### config.mk
export PLATFORM = sky130hd
export DESIGN_NAME = alu_seq
export DESIGN_NICKNAME = d
export VERILOG_FILES = /design/src/rtl/alu_seq.sv
export SDC_FILE = /design/constraint.sdc
export NUM_CORES = 1
export LEC_CHECK = 0
export ABC_AREA = 1
export CAP_MARGIN = 0
export CORE_AREA = 2 2 80 82
export CTS_BUF_LIST = sky130_fd_sc_hd__clkbuf_16
export DETAILED_ROUTE_END_ITERATION = 16
export DIE_AREA = 0 0 82 84
export PLACE_DENSITY = 0.78
export SETUP_SLACK_MARGIN = 0.1
export SLEW_MARGIN = 15
export SYNTH_ARGS = -nofsm -noshare
export SYNTH_HDL_FRONTEND = slang
export SYNTH_SLANG_ARGS = --single-unit
### constraint.sdc
create_clock -name CLK -period 2.3 [get_ports CLK]
set_input_delay 0.23 -clock CLK [delete_from_list [all_inputs] [get_ports CLK]]
set_output_delay 0.23 -clock CLK [all_outputs]
set_load 0.05 [all_outputs]
### src/rtl/alu_seq.sv
// ============================================================================
// Module  : alu_seq
// Brief   : Registered valid/ready ALU with N/Z/C/V flags and illegal-opcode
//           error. Define ALU_MUL_EN to build in the multi-cycle signed multiply.
// Revision: 1.0 - initial release
// ============================================================================
`default_nettype none

module alu_seq #(
    parameter int SIZEDATA = 8,
    parameter int SIZEOP   = 6
) (
    input  logic                CLK,
    input  logic                RESET,
    input  logic                IN_VALID,
    output logic                IN_READY,
    input  logic [SIZEDATA-1:0] DATOA,
    input  logic [SIZEDATA-1:0] DATOB,
    input  logic [SIZEOP-1:0]   OPCODE,
    output logic                OUT_VALID,
    input  logic                OUT_READY,
    output logic [SIZEDATA-1:0] RESULT,
    output logic [3:0]          FLAGS,
    output logic                ERR
);

    localparam int MSB = SIZEDATA - 1;

    localparam logic [SIZEOP-1:0] OP_ADD  = SIZEOP'(6'b100000);
    localparam logic [SIZEOP-1:0] OP_SUB  = SIZEOP'(6'b100010);
    localparam logic [SIZEOP-1:0] OP_AND  = SIZEOP'(6'b100100);
    localparam logic [SIZEOP-1:0] OP_OR   = SIZEOP'(6'b100101);
    localparam logic [SIZEOP-1:0] OP_XOR  = SIZEOP'(6'b100110);
    localparam logic [SIZEOP-1:0] OP_NOR  = SIZEOP'(6'b100111);
    localparam logic [SIZEOP-1:0] OP_SRL  = SIZEOP'(6'b000010);
    localparam logic [SIZEOP-1:0] OP_SRA  = SIZEOP'(6'b000011);
    localparam logic [SIZEOP-1:0] OP_SLL  = SIZEOP'(6'b000000);
    localparam logic [SIZEOP-1:0] OP_SLT  = SIZEOP'(6'b101010);
    localparam logic [SIZEOP-1:0] OP_SLTU = SIZEOP'(6'b101011);
`ifdef ALU_MUL_EN
    localparam logic [SIZEOP-1:0] OP_MUL  = SIZEOP'(6'b011000);
`endif

    localparam logic [SIZEDATA-1:0] SHAMT_LIM = SIZEDATA[SIZEDATA-1:0];

    typedef enum logic [1:0] {
        IDLE = 2'd0,
        BUSY = 2'd1,
        HOLD = 2'd2
    } state_t;

    state_t state;
    state_t state_next;

    logic                accept;
    logic                start_mul;
    logic [SIZEDATA-1:0] alu_res;
    logic                alu_c;
    logic                alu_v;
    logic                alu_err;
    logic [3:0]          alu_flags;
    logic [SIZEDATA:0]   sum;
    logic [SIZEDATA:0]   diff;

    assign IN_READY  = !RESET && ((state == IDLE) || ((state == HOLD) && OUT_READY));
    assign OUT_VALID = (state == HOLD);
    assign accept    = IN_VALID && IN_READY;

    always_comb begin
        alu_res   = '0;
        alu_c     = 1'b0;
        alu_v     = 1'b0;
        alu_err   = 1'b0;
        start_mul = 1'b0;
        sum       = {1'b0, DATOA} + {1'b0, DATOB};
        diff      = {1'b0, DATOA} - {1'b0, DATOB};
        case (OPCODE)
            OP_ADD: begin
                alu_res = sum[MSB:0];
                alu_c   = sum[SIZEDATA];
                alu_v   = (DATOA[MSB] == DATOB[MSB]) && (sum[MSB] != DATOA[MSB]);
            end
            OP_SUB: begin
                // The extra top bit of the widened difference is the borrow.
                alu_res = diff[MSB:0];
                alu_c   = diff[SIZEDATA];
                alu_v   = (DATOA[MSB] != DATOB[MSB]) && (diff[MSB] != DATOA[MSB]);
            end
            OP_AND:  alu_res = DATOA & DATOB;
            OP_OR:   alu_res = DATOA | DATOB;
            OP_XOR:  alu_res = DATOA ^ DATOB;
            OP_NOR:  alu_res = ~(DATOA | DATOB);
            OP_SLL:  alu_res = (DATOB >= SHAMT_LIM) ? '0 : (DATOA << DATOB);
            OP_SRL:  alu_res = (DATOB >= SHAMT_LIM) ? '0 : (DATOA >> DATOB);
            OP_SRA:  alu_res = (DATOB >= SHAMT_LIM) ? {SIZEDATA{DATOA[MSB]}}
                                                    : $unsigned($signed(DATOA) >>> DATOB);
            OP_SLT:  alu_res = {{(SIZEDATA-1){1'b0}}, ($signed(DATOA) < $signed(DATOB))};
            OP_SLTU: alu_res = {{(SIZEDATA-1){1'b0}}, (DATOA < DATOB)};
`ifdef ALU_MUL_EN
            OP_MUL:  start_mul = 1'b1;
`endif
            default: alu_err = 1'b1;
        endcase
        alu_flags = alu_err ? 4'b0100 : {alu_res[MSB], (alu_res == '0), alu_c, alu_v};
    end

`ifdef ALU_MUL_EN
    localparam int CNT_W = $clog2(SIZEDATA);

    logic [2*SIZEDATA-1:0] mcand;
    logic [SIZEDATA-1:0]   mplier;
    logic [2*SIZEDATA-1:0] acc;
    logic [2*SIZEDATA-1:0] acc_next;
    logic [CNT_W-1:0]      cnt;
    logic                  mul_last;
    logic                  mul_ovf;

    assign mul_last = (cnt == CNT_W'(SIZEDATA - 1));

    // Multiplier MSB carries weight -2^(N-1), so the final step subtracts.
    always_comb begin
        acc_next = acc;
        if (mplier[0]) begin
            acc_next = mul_last ? (acc - mcand) : (acc + mcand);
        end
        mul_ovf = !((acc_next[2*SIZEDATA-1:MSB] == '0) || (acc_next[2*SIZEDATA-1:MSB] == '1));
    end

    always_ff @(posedge CLK) begin
        if (RESET) begin
            mcand  <= '0;
            mplier <= '0;
            acc    <= '0;
            cnt    <= '0;
        end else if (accept && start_mul) begin
            mcand  <= {{SIZEDATA{DATOA[MSB]}}, DATOA};
            mplier <= DATOB;
            acc    <= '0;
            cnt    <= '0;
        end else if (state == BUSY) begin
            acc    <= acc_next;
            mcand  <= mcand << 1;
            mplier <= mplier >> 1;
            cnt    <= cnt + 1'b1;
        end
    end
`endif

    always_comb begin
        state_next = state;
        case (state)
            IDLE: begin
                if (accept) begin
                    state_next = start_mul ? BUSY : HOLD;
                end
            end
`ifdef ALU_MUL_EN
            BUSY: begin
                if (mul_last) begin
                    state_next = HOLD;
                end
            end
`endif
            HOLD: begin
                if (accept) begin
                    state_next = start_mul ? BUSY : HOLD;
                end else if (OUT_READY) begin
                    state_next = IDLE;
                end
            end
            default: state_next = IDLE;
        endcase
    end

    always_ff @(posedge CLK) begin
        if (RESET) begin
            state <= IDLE;
        end else begin
            state <= state_next;
        end
    end

    always_ff @(posedge CLK) begin
        if (RESET) begin
            RESULT <= '0;
            FLAGS  <= 4'b0000;
            ERR    <= 1'b0;
        end else if (accept && !start_mul) begin
            RESULT <= alu_res;
            FLAGS  <= alu_flags;
            ERR    <= alu_err;
        end
`ifdef ALU_MUL_EN
        else if ((state == BUSY) && mul_last) begin
            RESULT <= acc_next[MSB:0];
            FLAGS  <= {acc_next[MSB], (acc_next[MSB:0] == '0), 1'b0, mul_ovf};
            ERR    <= 1'b0;
        end
`endif
    end

endmodule

`default_nettype wire

==> results.md <==
* Sequential share of the synthesized area at 0.1054
* Post-Synthesis Cells at 491
* LEAKAGE at 2.149 nW
* Core area at 6096 um2
* CTS tree: done
* Most area-hungry cell type in the Yosys netlist: nand2_1
* IR Drop Worst-Case VDD at 394.3 uV
* Max-cap viol count at 0
* Unrepaired setup endpoints after global routing: false
* Post-Syn Nets at 543
* Starting Density at 0.4364
* Core Util, Final at 0.6632
* CTS H-tree lvls at 1
* Top cells by area, synth: nand2_1, nand3_1, ha_1
* Clock Latency Late Sink at 240 ps
* Average size of a mapped cell at 5.418 um2
* CP Max Fanout at 7
* Status: completed
* CP Data Required Time at 2480 ps
* Worst Tran Pin Value at 518.0 ps
* Layout area overhead at 51.98%
* Post-layout min period at 2064 ps
* Mapped Area at 2660 um2
* YS warnings at 0
* Final Max Tran Viols at 0
* Crit path arrival time at 2240 ps
* Antenna violations before repair at 0
* Vias in the first global route at 3,276
* Number of diodes at 0
* GPL Wtd Cong at 0.9353
* Worst-path clk slew at 40 ps
* Num ports at 41
* Period utilisation layout at 0.8972
* Initial DRT Pass Iterations at 5
* Post-route worst setup slack at 236.4 ps
* Hold slack at 466.6 ps
* Root buf cell: clkbuf_16
* Final hold vios at 0
* DR vias/cell at 5.463
* Total GRT Usage at 0.2707
* F_max at 0.4846 GHz
* Number of buffers created by CTS at 3
* Largest net degree at the start of global routing at 21
* Number of placement rows at 29
* Total power at 0.001219 W
* Die width at 82 um
* Die Area at 6888 um2
* WL per Instance at 14.60 um
* Clk buf depth at 2
* Top-area cell type share of the netlist area at 0.2088
* Global-route wire length before repair at 14.80 mm
* Hold_buf cts at 0
* Count of cell types in the netlist at 35
* Initial drt markers at 399
* Layout cells sized above 1 at 0.2649
* Slew Limit Headroom at 0.6536
* Port Buffers at 40
* Pre-CTS WS at -374.2 ps
* Fin nets at 657
* Post-DRT Antenna Nets at 0
* Setup Skew at 0.3742 ps
* Critical Path Source Type: primary input
* # setup viols final at 0
* Total grt overflow at 0
* Setup CP Type: in -> reg
* Hold Path Class: reg -> reg
* Clock sinks at 14
* Chip Height at 84 um
* HPWL Detailed at 7.862 mm
* Final WL at 9.945 mm
* Number of remaining DRC errors at 0
* Pwr/cell area at 301.6 nW/um2
* Critical path capture point type: register
* Setup TNS at 0 ps
* Seq cells post-synth at 14
* Via count at 3,720
metal layers:
| layer | vias up | track usage | share of wire |
|---|---|---|---|
| met5 | - | 0 | 0 |
| met3 | 37 | 0.02056 | 0.073 |
| met2 | 209 | 0.4678 | 0.48 |
| met4 | 0 | 0.08182 | 0.038 |
| li1 | 1818 | - | - |
| met1 | 1656 | 0.3501 | 0.40 |
synthesized netlist by cell type:
cell / count
nand3_2: 2
and2_1: 1
clkbuf_2: 1
o21a_1: 1
nor2_2: 3
nand3_4: 1
ha_1: 24
nand4_1: 11
nor3_1: 2
clkbuf_1: 4
o21bai_1: 1
dfxtp_1: 14
inv_1: 59
inv_2: 1
a31oi_1: 3
buf_6: 2
o41ai_1: 1
a21oi_2: 2
xnor2_1: 1
nor2_4: 3
nor3_2: 1
a21boi_0: 1
o211ai_1: 3
nand2_1: 148
o21ai_1: 4
buf_2: 6
o221ai_1: 1
o21ai_0: 24
nand3_1: 66
xor2_1: 3
a21oi_1: 26
fa_1: 2
nand3b_1: 2
nor2_1: 64
clkinv_1: 3
what timing repair did:
item | CTS | global route
endpoints found under the hold margin | 0 | 0
gates resized for setup | 19 | 71
setup endpoints to repair | 9 | 12
pin swaps | 4 | 23
setup buffers | 1 | 4
final timing paths:
check             cells past startpoint  startpoint  endpoint  slack (ps)
setup / recovery                     14    DATOA[5]  FLAGS[2]         240
hold / removal                        2    FLAGS[3]  FLAGS[3]         470
setup reg to reg                      6    state[1]       ERR        1070
hold reg to reg                       2    FLAGS[3]  FLAGS[3]         470
cell type report:
class,instances,area (um2)
Multi-Input combinational cell,401,2298
Fill cell,540,2053
Timing Repair Buffer,122,1052
Sequential cell,14,280.3
Inverter,63,236.5
Tap cell,77,96.34
Clock buffer,3,75.07
Clock inverter,1,3.754
kinds of logic after synthesis:
kind of cell | count (synthesis) | synth area share
adder cells (fa/ha/maj) | 26 | 0.1279
flip-flops | 14 | 0.1054
buffers and inverters | 76 | 0.1162
AO/OA/AOI/OAI | 67 | 0.1388
AND/OR/NAND/NOR | 304 | 0.4986
XOR/XNOR | 4 | 0.01317
report_power, final:
group	internal (W)	switching [W]	leakage, nW
combinational	0.000271	0.000365	2.00
sequential	0.000253	0.00000494	0.114
clock	0.000229	0.0000966	0.0385
critical path: stages:
cell	delay, ps
clkdlybuf4s50_1	470
inv_1	70
ha_4	270
buf_4	140
nand2_1	60
inv_1	70
nand4_1	110
nand3_2	120
a21oi_1	70
o21ai_1	110
nand4_1	150
nor2_1	130
nand3_1	100
a21oi_2	140
stage by stage:
stage / area [um2] / std cells
CTS: 3800 / 677
global placement: 3664 / 672
detailed placement: 3664 / 672
global route: 4043 / 681
floorplan: 2664 / 491
finish: 4043 / 681
layout by cell type, fill, tap and decap left out, types with 4 or more instances in the layout:
cell / instances
nand3_1: 57
nand4_1: 11
inv_2: 10
nor2_1: 57
a21oi_2: 9
o21ai_1: 9
nand2_1: 136
inv_1: 50
dfxtp_1: 14
buf_4: 81
dlymetal6s2s_1: 17
a21oi_1: 19
ha_1: 15
nand3_2: 11
ha_4: 6
nor2_2: 10
clkdlybuf4s50_1: 19
o21ai_0: 19
nand2_2: 12
clkinv_1: 4
flip-flops by register name (all words and copies together) (netlist names):
| register | count |
|---|---|
| state | 1 |
| ERR | 1 |
| FLAGS | 4 |
| RESULT | 8 |
No activity file was read; power rests on OpenSTA's default activity.
